[config.mk]
export PLATFORM = sky130hd
export DESIGN_NAME = bp_fe_fetch_buffer
export DESIGN_NICKNAME = d
export VERILOG_FILES = /design/src/rtl/bp_fe_pkg.sv /design/src/rtl/bsg_mem_1r1w.sv /design/src/rtl/bp_fe_fetch_buffer.sv
export SDC_FILE = /design/constraint.sdc
export NUM_CORES = 1
export LEC_CHECK = 0
export BUFFER_PORTS_ARGS = -buffer_cell sky130_fd_sc_hd__buf_2
export CORE_MARGIN = 4
export CORE_UTILIZATION = 25
export CTS_CLUSTER_DIAMETER = 100
export DETAILED_ROUTE_END_ITERATION = 6
export HOLD_SLACK_MARGIN = 0.1
export SLEW_MARGIN = 20
export SYNTH_ARGS = -nofsm -noshare
export SYNTH_HDL_FRONTEND = slang
export SYNTH_SLANG_ARGS = --single-unit
[constraint.sdc]
create_clock -name clk_i -period 8.29 [get_ports clk_i]
set_clock_uncertainty 0.05 [all_clocks]
set_input_delay 0.4145 -clock clk_i [delete_from_list [all_inputs] [get_ports clk_i]]
set_output_delay 0.4145 -clock clk_i [all_outputs]
set_load 0.02 [all_outputs]
[src/rtl/bp_fe_pkg.sv]
// Front-end shared types: processor config selector, fetch fault codes and the
// fetch-buffer entry layout macro used by the fetch buffer and its consumers.

`define DECLARE_BP_PROC_PARAMS(bp_params_mp) \
    localparam int vaddr_width_p = bp_fe_pkg::bp_vaddr_width(bp_params_mp)

`define DECLARE_BP_FE_FETCH_ENTRY_S(vaddr_width_mp, fetch_width_mp) \
    typedef struct packed { \
        logic [(vaddr_width_mp)-1:0]     pc; \
        logic [32*(fetch_width_mp)-1:0]  instr; \
        bp_fe_pkg::bp_fe_fetch_fault_e   fault; \
    } bp_fe_fetch_entry_s

package bp_fe_pkg;

    typedef enum logic [1:0] {
        e_bp_inv_cfg     = 2'd0,
        e_bp_default_cfg = 2'd1,
        e_bp_sv48_cfg    = 2'd2
    } bp_params_e;

    typedef enum logic [1:0] {
        e_fetch_none         = 2'd0,
        e_fetch_itlb_miss    = 2'd1,
        e_fetch_icache_miss  = 2'd2,
        e_fetch_access_fault = 2'd3
    } bp_fe_fetch_fault_e;

    // Sv39 unless the config explicitly asks for a wider virtual address space.
    function automatic int bp_vaddr_width(bp_params_e cfg);
        case (cfg)
            e_bp_sv48_cfg: return 48;
            default:       return 39;
        endcase
    endfunction

endpackage

[src/rtl/bsg_mem_1r1w.sv]
// Simple-dual-port register file: synchronous write, asynchronous read.

module bsg_mem_1r1w
    #(parameter int width_p = 32
      , parameter int els_p = 4
      , localparam int addr_width_lp = $clog2(els_p)
      )
    (input  logic                     w_clk_i
     , input  logic                     w_v_i
     , input  logic [addr_width_lp-1:0] w_addr_i
     , input  logic [width_p-1:0]       w_data_i
     , input  logic [addr_width_lp-1:0] r_addr_i
     , output logic [width_p-1:0]       r_data_o
     );

    logic [width_p-1:0] mem_r [els_p];

    always_ff @(posedge w_clk_i) begin
        if (w_v_i) begin
            mem_r[w_addr_i] <= w_data_i;
        end
    end

    assign r_data_o = mem_r[r_addr_i];

endmodule

[src/rtl/bp_fe_fetch_buffer.sv]
// In-order fetch buffer: slots are reserved at issue, filled by icache responses
// in issue order, and drained at the head; a redirect squashes everything in flight.

module bp_fe_fetch_buffer
    import bp_fe_pkg::*;
    #(parameter bp_params_e bp_params_p = e_bp_inv_cfg
      , `DECLARE_BP_PROC_PARAMS(bp_params_p)
      , parameter int els_p = 4
      , parameter int fetch_width_p = 1
      , localparam int ptr_width_lp = $clog2(els_p)
      , localparam int cnt_width_lp = $clog2(els_p+1)
      )
    (input  logic                          clk_i
     , input  logic                          reset_i

     , input  logic                          issue_v_i
     , input  logic [vaddr_width_p-1:0]      issue_vaddr_i
     , output logic                          issue_ready_o

     , input  logic                          resp_v_i
     , input  logic [32*fetch_width_p-1:0]   resp_data_i
     , input  logic [1:0]                    resp_fault_i

     , input  logic                          flush_i

     , output logic                          deq_v_o
     , output logic [vaddr_width_p-1:0]      deq_pc_o
     , output logic [32*fetch_width_p-1:0]   deq_instr_o
     , output logic [1:0]                    deq_fault_o
     , input  logic                          deq_yumi_i

     , output logic [cnt_width_lp-1:0]       count_o
     );

    localparam int instr_width_lp = 32*fetch_width_p;
    localparam logic [cnt_width_lp+1:0] els_lp = (cnt_width_lp+2)'(els_p);

    if (els_p < 2 || (els_p & (els_p-1)) != 0) begin : g_bad_els
        $error("bp_fe_fetch_buffer: els_p must be a power of two, at least 2");
    end
    if (fetch_width_p != 1 && fetch_width_p != 2) begin : g_bad_fetch_width
        $error("bp_fe_fetch_buffer: fetch_width_p must be 1 or 2");
    end

    `DECLARE_BP_FE_FETCH_ENTRY_S(vaddr_width_p, fetch_width_p);

    logic [ptr_width_lp-1:0] alloc_ptr_r, alloc_ptr_n;
    logic [ptr_width_lp-1:0] fill_ptr_r, fill_ptr_n;
    logic [ptr_width_lp-1:0] read_ptr_r, read_ptr_n;
    logic [cnt_width_lp-1:0] filled_cnt_r, filled_cnt_n;
    logic [cnt_width_lp-1:0] pending_cnt_r, pending_cnt_n;
    logic [cnt_width_lp-1:0] squash_cnt_r, squash_cnt_n;

    logic [cnt_width_lp+1:0] occupancy;
    logic [cnt_width_lp:0]   squash_total;
    logic issue_fire, resp_fill, resp_drop, deq_fire;

    // Squashed fetches still hold a slot until their response drains, so they count as occupied.
    assign occupancy     = {2'b0, filled_cnt_r} + {2'b0, pending_cnt_r} + {2'b0, squash_cnt_r};
    assign issue_ready_o = (occupancy < els_lp);

    assign issue_fire = issue_v_i & issue_ready_o;
    assign resp_fill  = resp_v_i & (squash_cnt_r == '0) & ~flush_i;
    assign resp_drop  = resp_v_i & (squash_cnt_r != '0) & ~flush_i;
    assign deq_fire   = deq_yumi_i & ~flush_i;

    // A response coinciding with the flush is the oldest in-flight fetch, already retired here.
    assign squash_total = {1'b0, squash_cnt_r} + {1'b0, pending_cnt_r};

    always_comb begin
        alloc_ptr_n   = alloc_ptr_r;
        fill_ptr_n    = fill_ptr_r;
        read_ptr_n    = read_ptr_r;
        filled_cnt_n  = filled_cnt_r;
        pending_cnt_n = pending_cnt_r;
        squash_cnt_n  = squash_cnt_r;

        if (flush_i) begin
            squash_cnt_n  = cnt_width_lp'(squash_total
                            - (cnt_width_lp+1)'(resp_v_i && (squash_total != '0)));
            filled_cnt_n  = '0;
            pending_cnt_n = cnt_width_lp'(issue_fire);
            read_ptr_n    = alloc_ptr_r;
            fill_ptr_n    = alloc_ptr_r;
            alloc_ptr_n   = alloc_ptr_r + ptr_width_lp'(issue_fire);
        end else begin
            alloc_ptr_n   = alloc_ptr_r + ptr_width_lp'(issue_fire);
            fill_ptr_n    = fill_ptr_r + ptr_width_lp'(resp_fill);
            read_ptr_n    = read_ptr_r + ptr_width_lp'(deq_fire);
            pending_cnt_n = pending_cnt_r + cnt_width_lp'(issue_fire) - cnt_width_lp'(resp_fill);
            filled_cnt_n  = filled_cnt_r + cnt_width_lp'(resp_fill) - cnt_width_lp'(deq_fire);
            squash_cnt_n  = squash_cnt_r - cnt_width_lp'(resp_drop);
        end
    end

    always_ff @(posedge clk_i) begin
        if (reset_i) begin
            alloc_ptr_r   <= '0;
            fill_ptr_r    <= '0;
            read_ptr_r    <= '0;
            filled_cnt_r  <= '0;
            pending_cnt_r <= '0;
            squash_cnt_r  <= '0;
        end else begin
            alloc_ptr_r   <= alloc_ptr_n;
            fill_ptr_r    <= fill_ptr_n;
            read_ptr_r    <= read_ptr_n;
            filled_cnt_r  <= filled_cnt_n;
            pending_cnt_r <= pending_cnt_n;
            squash_cnt_r  <= squash_cnt_n;
        end
    end

    logic [vaddr_width_p-1:0]    head_pc;
    logic [instr_width_lp+1:0]   head_data;
    bp_fe_fetch_entry_s          head_entry;

    bsg_mem_1r1w #(.width_p(vaddr_width_p), .els_p(els_p)) pc_mem
        (.w_clk_i(clk_i)
         , .w_v_i(issue_fire)
         , .w_addr_i(alloc_ptr_r)
         , .w_data_i(issue_vaddr_i)
         , .r_addr_i(read_ptr_r)
         , .r_data_o(head_pc)
         );

    bsg_mem_1r1w #(.width_p(instr_width_lp+2), .els_p(els_p)) data_mem
        (.w_clk_i(clk_i)
         , .w_v_i(resp_fill)
         , .w_addr_i(fill_ptr_r)
         , .w_data_i({resp_data_i, resp_fault_i})
         , .r_addr_i(read_ptr_r)
         , .r_data_o(head_data)
         );

    assign head_entry.pc    = head_pc;
    assign head_entry.instr = head_data[instr_width_lp+1:2];
    assign head_entry.fault = bp_fe_fetch_fault_e'(head_data[1:0]);

    assign deq_v_o     = (filled_cnt_r != '0);
    assign deq_pc_o    = head_entry.pc;
    assign deq_instr_o = head_entry.instr;
    assign deq_fault_o = head_entry.fault;
    assign count_o     = filled_cnt_r;

    // Protocol checks on the producer/consumer handshakes.
    always @(posedge clk_i) begin
        if (!reset_i) begin
            assert (!(resp_v_i && pending_cnt_r == '0 && squash_cnt_r == '0))
                else $error("bp_fe_fetch_buffer: response with no outstanding fetch");
            assert (!(issue_v_i && !issue_ready_o))
                else $error("bp_fe_fetch_buffer: issue while not ready");
            assert (!(deq_yumi_i && !deq_v_o))
                else $error("bp_fe_fetch_buffer: yumi while head is empty");
        end
    end

endmodule

# Yosys cells after proc, flatten, opt, wreduce, memory -nomap -nowiden
# Memory sizes are Yosys's and may differ from the RTL's. A register that Yosys moved wholly into a read port is not among the register bits.
# Index checks and enable logic that the tools add are counted.
# op_classes
n_div,0
reduce_logical,6
bitwise_logic,7
multipliers,0
n_mux,10
n_lt_le_gt_ge,1
n_eq_ne,0
addsub,12
shift,0
# op_table
operator,count
subtractor 3 x 1 -> 3 bit,4
adder 3 x 3 -> 4 bit,2
2-to-1 mux 2 bit,4
adder 2 x 1 -> 2 bit,3
adder 3 x 1 -> 3 bit,2
AND 1 bit,6
nonzero test 3 bit,2
adder 4 x 3 -> 5 bit,1
"< comparator 5 x 3 -> 1 bit, second input constant",1
2-to-1 mux 1 bit,5
nonzero test 4 bit,1
zero test 3 bit,1
2-to-1 mux 3 bit,1
OR reduction 2 bit,1
logical AND 1 bit,1
NOT 1 bit,1
# word_totals
elab_cells,45
output_inout_bits,78
mem_bits_rw,292
latch_bits,0
rom_bits,0
regBits,15
memories,2
# mem_list
memory,words,width,read_ports,rd_clocked_by_memory_dff,wr,line_no,source
pc_mem.mem_r,4,39,1,1,1,bsg_mem_1r1w.sv:16,logic [width_p-1:0] mem_r [els_p];
data_mem.mem_r,4,34,1,1,1,bsg_mem_1r1w.sv:16,

# Depth between registers and ports, before layout
# Gate-level depths: netlist of run 1.
# depth
ltp_word,7
ltp_mapped,14
depth_no_buf,14

# By module
# A second synthesis of run 1 with hierarchy kept.
# hier_totals
hier_cells,500
hier_area_um2,11688.7
# by_module_without_submodules
mod,n_inst,cells_each,area_per_inst_um2
bsg_mem_1r1w (pc_mem),1,207,5649.2
bsg_mem_1r1w (data_mem),1,182,4986.0
bp_fe_fetch_buffer,1,111,1053.5

# Worst setup path after synthesis of run 1
# No wires, ideal clock.
# synth_path
path_type,register to register
from,"register filled_cnt_r[1], in the netlist count_o[1]"
to,"memory pc_mem.mem_r[3][0] (netlist name), enable pin"
stages_incl_launch_ff,8
path_slack_ns,1.397
period_less_slack_ns,6.893
required_ns,7.694
arrival_ns,6.297
path_buffers,0
setup_time_ns,0.546
cell_sequence,dfxtp_1 -> inv_1 -> fa_1 -> or2_2 -> fa_1 -> nor3b_1 -> o21ai_0 -> nor4b_1
# synth_between
elab_chain_len,6
# synth_rtl
element,line_no,source
"start, declared",bp_fe_fetch_buffer.sv:50,"logic [cnt_width_lp-1:0] filled_cnt_r, filled_cnt_n;"
"start signal, assigned",bp_fe_fetch_buffer.sv:108,filled_cnt_r <= filled_cnt_n;
adder 3 x 3 -> 4 bit,bp_fe_fetch_buffer.sv:59,"assign occupancy = {2'b0, filled_cnt_r} + {2'b0, pending_cnt_r} + {2'b0, squash_cnt_r};"
adder 4 x 3 -> 5 bit,bp_fe_fetch_buffer.sv:59,
< comparator 5 x 3 -> 1 bit,bp_fe_fetch_buffer.sv:60,assign issue_ready_o = (occupancy < els_lp);
AND 1 bit,bp_fe_fetch_buffer.sv:62,assign issue_fire = issue_v_i & issue_ready_o;
2-to-1 mux 1 bit,bsg_mem_1r1w.sv:19,if (w_v_i) begin
2-to-1 mux 1 bit (not written as such),bsg_mem_1r1w.sv:20,mem_r[w_addr_i] <= w_data_i;
"end, declared",bsg_mem_1r1w.sv:16,
# Every way passes these cells.

# Worst setup path after layout of run 1
# layout_path
from,register pending_cnt_r[1]
to,register pending_cnt_r[2]
# layout_between
elab_chain_len,6
# layout_rtl
element,line_no,source
"start, declared",bp_fe_fetch_buffer.sv:51,"logic [cnt_width_lp-1:0] pending_cnt_r, pending_cnt_n;"
"start signal, assigned",bp_fe_fetch_buffer.sv:109,pending_cnt_r <= pending_cnt_n;
adder 3 x 3 -> 4 bit,bp_fe_fetch_buffer.sv:59,
adder 4 x 3 -> 5 bit,bp_fe_fetch_buffer.sv:59,
< comparator 5 x 3 -> 1 bit,bp_fe_fetch_buffer.sv:60,
AND 1 bit,bp_fe_fetch_buffer.sv:62,
adder 3 x 1 -> 3 bit *,bp_fe_fetch_buffer.sv:90,pending_cnt_n = pending_cnt_r + cnt_width_lp'(issue_fire) - cnt_width_lp'(resp_fill);
subtractor 3 x 1 -> 3 bit *,bp_fe_fetch_buffer.sv:90,
# Mark *: on every way between the ends. The rest lies on a longest branch, timed or not.
# A chain may end at the register's enable or synchronous reset.

==> results of run 1 <==
cell usage after synthesis, drive strengths merged:
library cell  instances  area share
a211oi                3      0.0019
a21boi                1     0.00064
a21o                  1     0.00064
a21oi                 4      0.0017
and2                  2      0.0011
and3                  2      0.0011
and4                  3      0.0022
buf                  18       0.017
clkbuf                1     0.00032
dfxtp                15       0.026
edfxtp              292        0.75
fa                    6       0.010
ha                   16       0.017
inv                  14      0.0045
mux4                 73        0.14
nand2                 6      0.0019
nand2b                4      0.0021
nand3                 1     0.00043
nor2                  7      0.0022
nor2b                 6      0.0032
nor3                  6      0.0026
nor3b                 3      0.0019
nor4                  1     0.00053
nor4b                 1     0.00075
o21a                  3      0.0019
o21ai                 1     0.00043
o41ai                 1     0.00075
or2                   1     0.00053
or3                   2      0.0011
xnor2                 6      0.0045
xor2                  4      0.0030
how the worst max path moves through the flow:
stage / start / to / slack (ns) / depth (start not counted)
4_1_cts: read_ptr_r[0]$_SDFF_PP0_ / deq_pc_o[38] / 4.52 / 3
3_5_place_dp: pending_cnt_r[1]$_SDFF_PP0_ / pending_cnt_r[2]$_SDFF_PP0_ / 4.55 / 14
5_1_grt: pending_cnt_r[1]$_SDFF_PP0_ / pending_cnt_r[2]$_SDFF_PP0_ / 4.36 / 14
2_1_floorplan: count_o[1]$_SDFF_PP0_ / pc_mem.mem_r[3][0]$_DFFE_PP_ / 1.40 / 7
6_report: pending_cnt_r[1]$_SDFF_PP0_ / pending_cnt_r[2]$_SDFF_PP0_ / 4.55 / 14
3_3_place_gp: pending_cnt_r[1]$_SDFF_PP0_ / pending_cnt_r[2]$_SDFF_PP0_ / 4.59 / 14
metrics by stage:
step	setup slack, ns	std cells	utilization	power (mW)
after floorplan	1.397	504	-	2.482
after global placement	4.588	1257	0.2834	2.736
after detailed placement	4.545	1257	0.2834	2.744
after CTS	4.518	1395	0.3246	4.368
after global routing	4.358	1395	0.3246	4.489
final	4.552	1396	0.3247	4.273
state kept, by name (all words and copies together) (netlist names):
name and flops:
count_o 3, fill_ptr_r 2, squash_cnt_r 3, read_ptr_r 2, pc_mem.mem_r 156, pending_cnt_r 3
data_mem.mem_r 136, alloc_ptr_r 2
kinds of logic after synthesis:
family | count (synthesis) | share of synthesized area
XOR/XNOR | 10 | 0.007467
AND/OR/NAND/NOR | 45 | 0.02166
adder cells (fa/ha/maj) | 22 | 0.02731
buffers and inverters | 33 | 0.02187
flip-flops | 307 | 0.7732
AO/OA/AOI/OAI | 14 | 0.008001
multiplexers | 73 | 0.1405
cell usage in the layout (no fill, tap or decap), types with 3 or more instances in the layout:
master,count
ha_1,16
nor2b_1,6
dfxtp_1,13
dlygate4sd3_1,74
xnor2_1,6
mux4_2,72
edfxtp_1,292
xor2_1,4
o21a_1,3
clkbuf_16,36
buf_2,156
and4_2,3
a21oi_1,4
inv_1,14
nor2_1,7
a211oi_1,3
nand2_1,6
buf_4,9
nand2b_1,4
fa_1,6
clkbuf_1,4
nor3_1,5
bufinv_16,4
clkinv_2,7
clkinv_1,6
critical path, cell delays in order (launching register included):
cell	delay, ns
dfxtp_1	0.41
inv_1	0.12
fa_1	0.51
or2_2	0.33
fa_1	0.38
nor3b_1	0.25
o21a_1	0.21
nand3_1	0.09
ha_1	0.27
inv_1	0.04
ha_1	0.18
fa_1	0.37
xnor2_1	0.20
xnor2_1	0.14
nor3_1	0.06
where the power goes:
group	total [mW]	leakage [nW]	internal, mW	switching [mW]
Clock	1.56	0.574	0.932	0.627
Combinational	0.772	1.77	0.321	0.451
Sequential	1.94	2.78	1.88	0.0658
final cells by class:
class | count | area, sq um | share of cell area
sequential | 307 | 9076 | 0.6017
multi-input combinational | 164 | 2430 | 0.1611
timing repair buffer | 239 | 1589 | 0.1054
clock buffer | 40 | 915.9 | 0.06072
tap | 607 | 759.5 | 0.05035
clock inverter | 24 | 257.7 | 0.01709
inverter | 14 | 52.55 | 0.003484
antenna | 1 | 2.502 | 0.0001659
routing by layer:
layer | track usage | up-vias | wire length [microns]
met3 | 0.02845 | 41 | 1362
met2 | 0.1688 | 138 | 12660
li1 | - | 2614 | -
met1 | 0.1184 | 3010 | 10320
met4 | 0.03320 | 0 | 609
met5 | 0 | - | 0
==> results_dict.tcl, run 1 <==
set metrics [dict create \
    clk_pin_slew_ns 0.06 \
    fillerInstances 4428 \
    timing.slew.headroom 0.3289 \
    grt_max_degree 53 \
    numCtsBuffers 36 \
    die_h_microns 224.6 \
    drtIter0Drc 271 \
    dp.final_hpwl_microns 14520 \
    cts_tree "yes" \
    drive_above_1_share 0.3832 \
    rsz0062_at_grt "false" \
    setup.worst_path.end_class "flop" \
    avgSynthCellArea_sq_um 23.27 \
    ys_seq_area_frac 0.7732 \
    ant_nets 0 \
    yosys_warnings 0 \
    arrival_ns 4.10 \
    fin_crit_sh 0.4509 \
    grt_pass1_wl_microns 37520 \
    hold_class "primary input to flop" \
    antenna_found_initial 1 \
    crit_type "flop to flop" \
    remaining_drc_errors 0 \
    cts-resized-gates 0 \
    final-hold-violation-count 0 \
    cts_setup_buffers 0 \
    gr-usage-all-layers 0.09797 \
    gr-total-overflow 0 \
    yosysUniqueCellTypes 35 \
    io_buffers 156 \
    dr.pass1.iters 4 \
    outcome "completed" \
    fmaxAchievable_mhz 267.5 \
    cts.sinks 307 \
    grt_pass1_vias 6392 \
    peakVddDrop_mv 0.1623 \
    clock_latency_ns 0.53 \
    finalSetupViolations 0 \
    syn-cell-area_sq_mm 0.01173 \
    start_kind "flop" \
    power.density_mw_per_mm2 283.3 \
    hp-start "reset_i" \
    die_w_microns 224.6 \
    finalWirelength_microns 24950 \
    worstPathMaxFanout 5 \
    htree_levels 2 \
    rr_startpoint "pending_cnt_r[1]$_SDFF_PP0_" \
    gp_congestion 0.7003 \
    setup_tns_ns 0 \
    synth-seq-cells 307 \
    clockBufferDepth 3 \
    r2r_slack_ns 4.55 \
    wl_per_cell_microns 17.87 \
    cts_root_buf "clkbuf_16" \
    worstHoldPathCells 2 \
    holdWs_ns 0.1971 \
    vias 5803 \
    final_area_sq_mm 0.01508 \
    fin_nets 863 \
    cap_viol_max_count 0 \
    final-max-slew-violation-count 0 \
    dpl_cell_area_sq_mm 0.01317 \
    core_sq_mm 0.04646 \
    io_pins 157 \
    rows 79 \
    avgViaCountPerCell 4.157 \
    initial_utilization 0.2525 \
    hold_buffers 74 \
    holdPathEnd "alloc_ptr_r[0]$_SDFF_PP0_" \
    synth_cells 504 \
    area.growth.synth_to_final_pct 28.60 \
    synth_fp_nets 605 \
    ff2ff_path_depth 14 \
    post-route-min-period_ns 3.738 \
    die-area_sq_mm 0.05045 \
    p_leak_nw 5.122 \
    required_ns 8.65 \
    worstReg2RegEnd "pending_cnt_r[2]$_SDFF_PP0_" \
    max_slew.worst_pin.slew_ns 1.007 \
]
No activity file was read; power rests on OpenSTA's default activity.
==> run 2, diff against run 1 <==
clock period = 3.4 ns   (was 8.29 ns; I/O delays follow)
==> run 2 against run 1 <==
  * Sequential share of layout area decreased by 0.81 points
  * Critical path depth unchanged
  * Worst hold slack got worse by 0.051 ns
  * Routed wire length decreased by 2.3%
  * Worst setup slack got worse by 4.5 ns
  * Count of clock-buffer cells in the layout increased by 3
  * Die area unchanged
  * First-iteration DRC count decreased by 21%
  * Utilization increased by 0.47 points
  * Highest routed layer is now met5
==> results_dict.tcl, run 2 (synthesis results as in run 1) <==
set metrics [dict create \
    final-max-slew-violation-count 0 \
    rsz0062_at_grt "true" \
    crit_type "flop to flop" \
    worstReg2RegEnd "pending_cnt_r[2]$_SDFF_PP0_" \
    hp-start "resp_v_i" \
    fillerInstances 4435 \
    stdcell_count 1409 \
    finalWirelength_microns 24380 \
    io_pins 157 \
    wl_per_cell_microns 17.30 \
    dp.final_hpwl_microns 14430 \
    clk_pin_slew_ns 0.06 \
    setup.worst_path.end_class "flop" \
    die_w_microns 224.6 \
    cts.sinks 307 \
    antenna_found_initial 1 \
    hold_class "primary input to flop" \
    start_kind "flop" \
    avgViaCountPerCell 4.123 \
    area.growth.synth_to_final_pct 30.45 \
    die-area_sq_mm 0.05045 \
    regArea_sq_mm 0.009082 \
    timing.slew.headroom 0.5502 \
    drtIter0Drc 215 \
    multi_input_area_sq_mm 0.002462 \
    fmaxAchievable_mhz 299.6 \
    drive_above_1_share 0.4002 \
    htree_levels 2 \
    largest_reg_flops 156 \
    gr-usage-all-layers 0.09600 \
    dr.pass1.iters 6 \
    r2r_slack_ns 0.06 \
    p_leak_nw 5.229 \
    final_common_cell "edfxtp_1" \
    gr-total-overflow 0 \
    io_buffers 156 \
    numCtsBuffers 35 \
    required_ns 3.74 \
    worstPathMaxFanout 3 \
    outcome "completed" \
    utilization 0.3293 \
    reg.largest.list "pc_mem.mem_r (156), data_mem.mem_r (136)" \
    dpl.cell_count 1269 \
    rr_startpoint "pending_cnt_r[1]$_SDFF_PP0_" \
    insertedDiodeCount 0 \
    clock_latency_ns 0.51 \
    remaining_drc_errors 0 \
    vias 5809 \
    ant_nets 0 \
    finalSetupViolations 0 \
    rows 79 \
    top_register "pc_mem.mem_r" \
    gp_congestion 0.7030 \
    arrival_ns 3.67 \
    core_sq_mm 0.04646 \
    initial_utilization 0.2525 \
    fin_crit_sh 0.9817 \
    ff2ff_path_depth 14 \
    die_h_microns 224.6 \
    worstHoldPathCells 4 \
    post-route-min-period_ns 3.338 \
    grt_max_degree 40 \
    cts_root_buf "clkbuf_16" \
    max_slew.worst_pin.slew_ns 0.6747 \
    cts_tree "yes" \
    grt_pass1_vias 6367 \
    power.density_mw_per_mm2 683.4 \
    fin_nets 877 \
    clockBufferDepth 3 \
    peakVddDrop_mv 0.5663 \
    grt_pass1_wl_microns 36980 \
    final-hold-violation-count 0 \
    cap_viol_max_count 0 \
    holdPathEnd "squash_cnt_r[0]$_SDFF_PP0_" \
    cts_setup_buffers 0 \
    most-common-layout-cells "edfxtp_1, buf_2, dlygate4sd3_1, mux4_2, clkbuf_16" \
]
## run 2: cell types whose count changed in the layout (fill, tap and decap cells not counted), moves of 3 or more
cell           before  now
dlygate4sd3_1      74   77
buf_12              0    6
dfxtp_1            13   10
buf_4               9   15
## run 2: what timing repair did
action | CTS | global route
endpoints found under the setup margin | 1 | 2
gates cloned | 0 | 0
pin swaps | 1 | 3
gates resized for setup | 0 | 3
hold endpoints to repair | 305 | 0
hold buffers | 78 | 0
## run 2: routing by layer
| metal | up-vias | track usage | routed length, microns |
|---|---|---|---|
| met5 | - | 0 | 13 |
| met4 | 2 | 0.02885 | 448 |
| met3 | 34 | 0.02793 | 1451 |
| met2 | 143 | 0.1613 | 12090 |
| met1 | 2993 | 0.1211 | 10380 |
| li1 | 2637 | - | - |
## run 2: through the flow
| step | setup WS, ns | TNS, ns | hold slack, ns | cell area (sq um) | total power [mW] |
|---|---|---|---|---|---|
| final | 0.06224 | 0 | 0.1459 | 15300 | 10.46 |
| after floorplan | -0.3973 | -42.08 | 0.2189 | 11770 | 6.068 |
| after CTS | 0.01725 | 0 | 0.1016 | 15300 | 10.67 |
| after global placement | 0.04265 | 0 | 0.3331 | 13360 | 6.757 |
| after global routing | -0.1541 | -0.1541 | 0.1270 | 15300 | 10.97 |
| after detailed placement | 0.02741 | 0 | 0.3362 | 13360 | 6.786 |
## run 2: worst max-delay path by stage
stage                                           endpoint  cells past startpoint  slack [ns]                        start
final                        pending_cnt_r[2]$_SDFF_PP0_                     14        0.06  pending_cnt_r[1]$_SDFF_PP0_
after global routing         pending_cnt_r[2]$_SDFF_PP0_                     14       -0.15  pending_cnt_r[1]$_SDFF_PP0_
after CTS                    pending_cnt_r[2]$_SDFF_PP0_                     14        0.02        count_o[1]$_SDFF_PP0_
after detailed placement     pending_cnt_r[2]$_SDFF_PP0_                     14        0.03        count_o[1]$_SDFF_PP0_
after global placement       pending_cnt_r[2]$_SDFF_PP0_                     13        0.04        count_o[1]$_SDFF_PP0_
after floorplan           data_mem.mem_r[1][0]$_DFFE_PP_                      3       -0.40   squash_cnt_r[2]$_SDFF_PP0_
## run 2: power by group
| part | internal [mW] | switching (mW) | total (mW) |
|---|---|---|---|
| logic | 0.862 | 1.13 | 1.99 |
| clock network | 2.29 | 1.45 | 3.74 |
| registers | 4.57 | 0.157 | 4.73 |
| total | 7.73 | 2.73 | 10.5 |
## run 2: layout make-up
cell class	instances	share of cell area
Inverter	14	0.003598
Timing Repair Buffer	254	0.1166
Clock inverter	20	0.01358
Multi-Input combinational cell	164	0.1609
Clock buffer	43	0.06199
Tap cell	607	0.04964
Sequential cell	307	0.5936
## run 2: worst max-delay path: stages (launching register included)
cell and delay (ns):
dfxtp_2 0.32, inv_1 0.07, fa_1 0.51, or2_4 0.27, fa_2 0.34, nor3b_2 0.21, o21a_1 0.15, nand3_1 0.08
ha_1 0.28, inv_1 0.04, ha_1 0.18, fa_2 0.35, xnor2_2 0.17, xnor2_1 0.13, nor3_1 0.05
==> run 3, diff against run 2 <==
clock period = 3.8 ns   (was 3.4 ns; I/O delays follow)
==> run 3 against run 2 <==
  * First-iteration DRC count up 4.7%
  * Largest power group unchanged
  * Critical endpoint unchanged
  * Critical path type unchanged
  * Sequential share of layout area up 0.37 points
  * Utilization down 0.20 points
  * Maximum frequency down 5.9%
  * Routed wire length down 0.84%
  * Final area down 0.61%
  * Sequential cell count unchanged
  * Worst setup slack better by 0.19 ns
  * Global-route usage about the same
==> results_dict.tcl, run 3 (synthesis results as in run 1) <==
set metrics [dict create \
    critPathTopFamily "adder cells" \
    top_layer "met4" \
    cts.sinks 307 \
    drtIter0Drc 225 \
    post-route-min-period_ns 3.547 \
    io_pins 157 \
    crit_type "flop to flop" \
    rows 79 \
    avgViaCountPerCell 4.165 \
    setup_tns_ns 0 \
    gp_congestion 0.7127 \
    finalWorstSetupSlack_ns 0.2534 \
    worstPathMaxFanout 4 \
    clock_latency_ns 0.53 \
    final_common_cell "edfxtp_1" \
    clk_pin_slew_ns 0.06 \
    numCtsBuffers 36 \
    most-common-layout-cells "edfxtp_1, buf_2, dlygate4sd3_1, mux4_2, clkbuf_16" \
    die_h_microns 224.6 \
    critical_path.cell_chain "inv_1 > fa_1 > or2_2 > fa_1 > nor3b_2 > o21a_1 > nand3_1 > ha_1 > inv_1 > ha_1 > fa_1 > xnor2_1 > xnor2_1 > nor3_1" \
    grt_max_degree 42 \
    power.density_mw_per_mm2 606.1 \
    wl_per_cell_microns 17.23 \
    peakVddDrop_mv 0.4457 \
    fillerInstances 4440 \
    final-max-slew-violation-count 0 \
    ant_nets 0 \
    crit_slowest_cell "fa_1" \
    dr_wl_met2_microns 12060 \
    r2r_slack_ns 0.25 \
    top_register "pc_mem.mem_r" \
    multi_input_area_sq_mm 0.002447 \
    utilization 0.3273 \
    die_w_microns 224.6 \
    outcome "completed" \
    holdWs_ns 0.1641 \
    die-area_sq_mm 0.05045 \
    grt_pass1_wl_microns 37350 \
    grt_pass1_vias 6402 \
    gr-total-overflow 0 \
    crit_path_max_incr_delay_ns 0.51 \
    htree_levels 2 \
    fin_nets 873 \
    insertedDiodeCount 0 \
    cap_viol_max_count 0 \
    remaining_drc_errors 0 \
    p_leak_nw 5.163 \
    setup.worst_path.end_class "flop" \
    final-hold-violation-count 0 \
    cts_root_buf "clkbuf_16" \
    initial_utilization 0.2525 \
    required_ns 4.15 \
    timing.slew.headroom 0.3502 \
    met3_length_microns 1313 \
    io_buffers 156 \
    reg.largest.list "pc_mem.mem_r (156), data_mem.mem_r (136)" \
    fin_crit_sh 0.9333 \
    met1Wirelength_microns 10240 \
    area.growth.synth_to_final_pct 29.65 \
    gr-usage-all-layers 0.09602 \
    dpl_worst_slack_ns 0.1167 \
    arrival_ns 3.90 \
    start_kind "flop" \
    dr.pass1.iters 4 \
    core_sq_mm 0.04646 \
    vias 5843 \
    finalSetupViolations 0 \
    hold_class "primary input to flop" \
    finalWirelength_microns 24180 \
    rsz0062_at_grt "false" \
    regArea_sq_mm 0.009082 \
    max_slew.worst_pin.slew_ns 0.9747 \
    cts_tree "yes" \
    clockBufferDepth 3 \
    drive_above_1_share 0.3869 \
    dp.final_hpwl_microns 14430 \
    largest_reg_flops 156 \
    critPathMostFrequentCell "fa_1" \
    crit_buf_inv 2 \
    fmaxAchievable_mhz 282.0 \
    antenna_found_initial 0 \
]
run 3: worst paths after layout:
path                        startpoint                          end  cells past startpoint
min                           resp_v_i   squash_cnt_r[0]$_SDFF_PP0_                      4
max reg2reg      count_o[1]$_SDFF_PP0_  pending_cnt_r[2]$_SDFF_PP0_                     14
min reg2reg  alloc_ptr_r[0]$_SDFF_PP0_     read_ptr_r[0]$_SDFF_PP0_                      2
max              count_o[1]$_SDFF_PP0_  pending_cnt_r[2]$_SDFF_PP0_                     14
run 3: stage by stage:
stage,instance area (sq um),cells,total power [mW]
finish,15210,1403,9.217
global route,15210,1403,9.676
CTS,15180,1400,9.380
detailed placement,13290,1260,6.039
global placement,13290,1260,6.015
floorplan,11760,504,5.426
run 3: report_power, final:
group / total (mW) / internal, mW / switching (mW)
sequential: 4.23 / 4.09 / 0.144
combinational: 1.77 / 0.768 / 1.00
clock: 3.21 / 1.91 / 1.31
total: 9.22 / 6.76 / 2.45
run 3: worst min-delay path, stage by stage:
cell,delay (ns)
buf_2,0.10
a21boi_0,0.18
ha_1,0.15
a211oi_1,0.06
run 3: layer usage:
metal,vias up,GRT usage
met3,39,0.02832
met1,3017,0.1174
li1,2643,-
met2,144,0.1636
met5,-,0
met4,0,0.03241
run 3: what timing repair did:
item                       CTS  global route
hold endpoints to repair   305             0
buffers inserted             0             3
hold buffers                78             0
resized for setup            0             1
setup endpoints to repair    0             2
run 3: final cells by class:
type                            count  share of cell area
Clock buffer                       46             0.06451
Multi-Input combinational cell    164              0.1609
Timing Repair Buffer              249              0.1150
Sequential cell                   307              0.5973
Inverter                           14            0.003456
Clock inverter                     16            0.008804
Tap cell                          607             0.04995
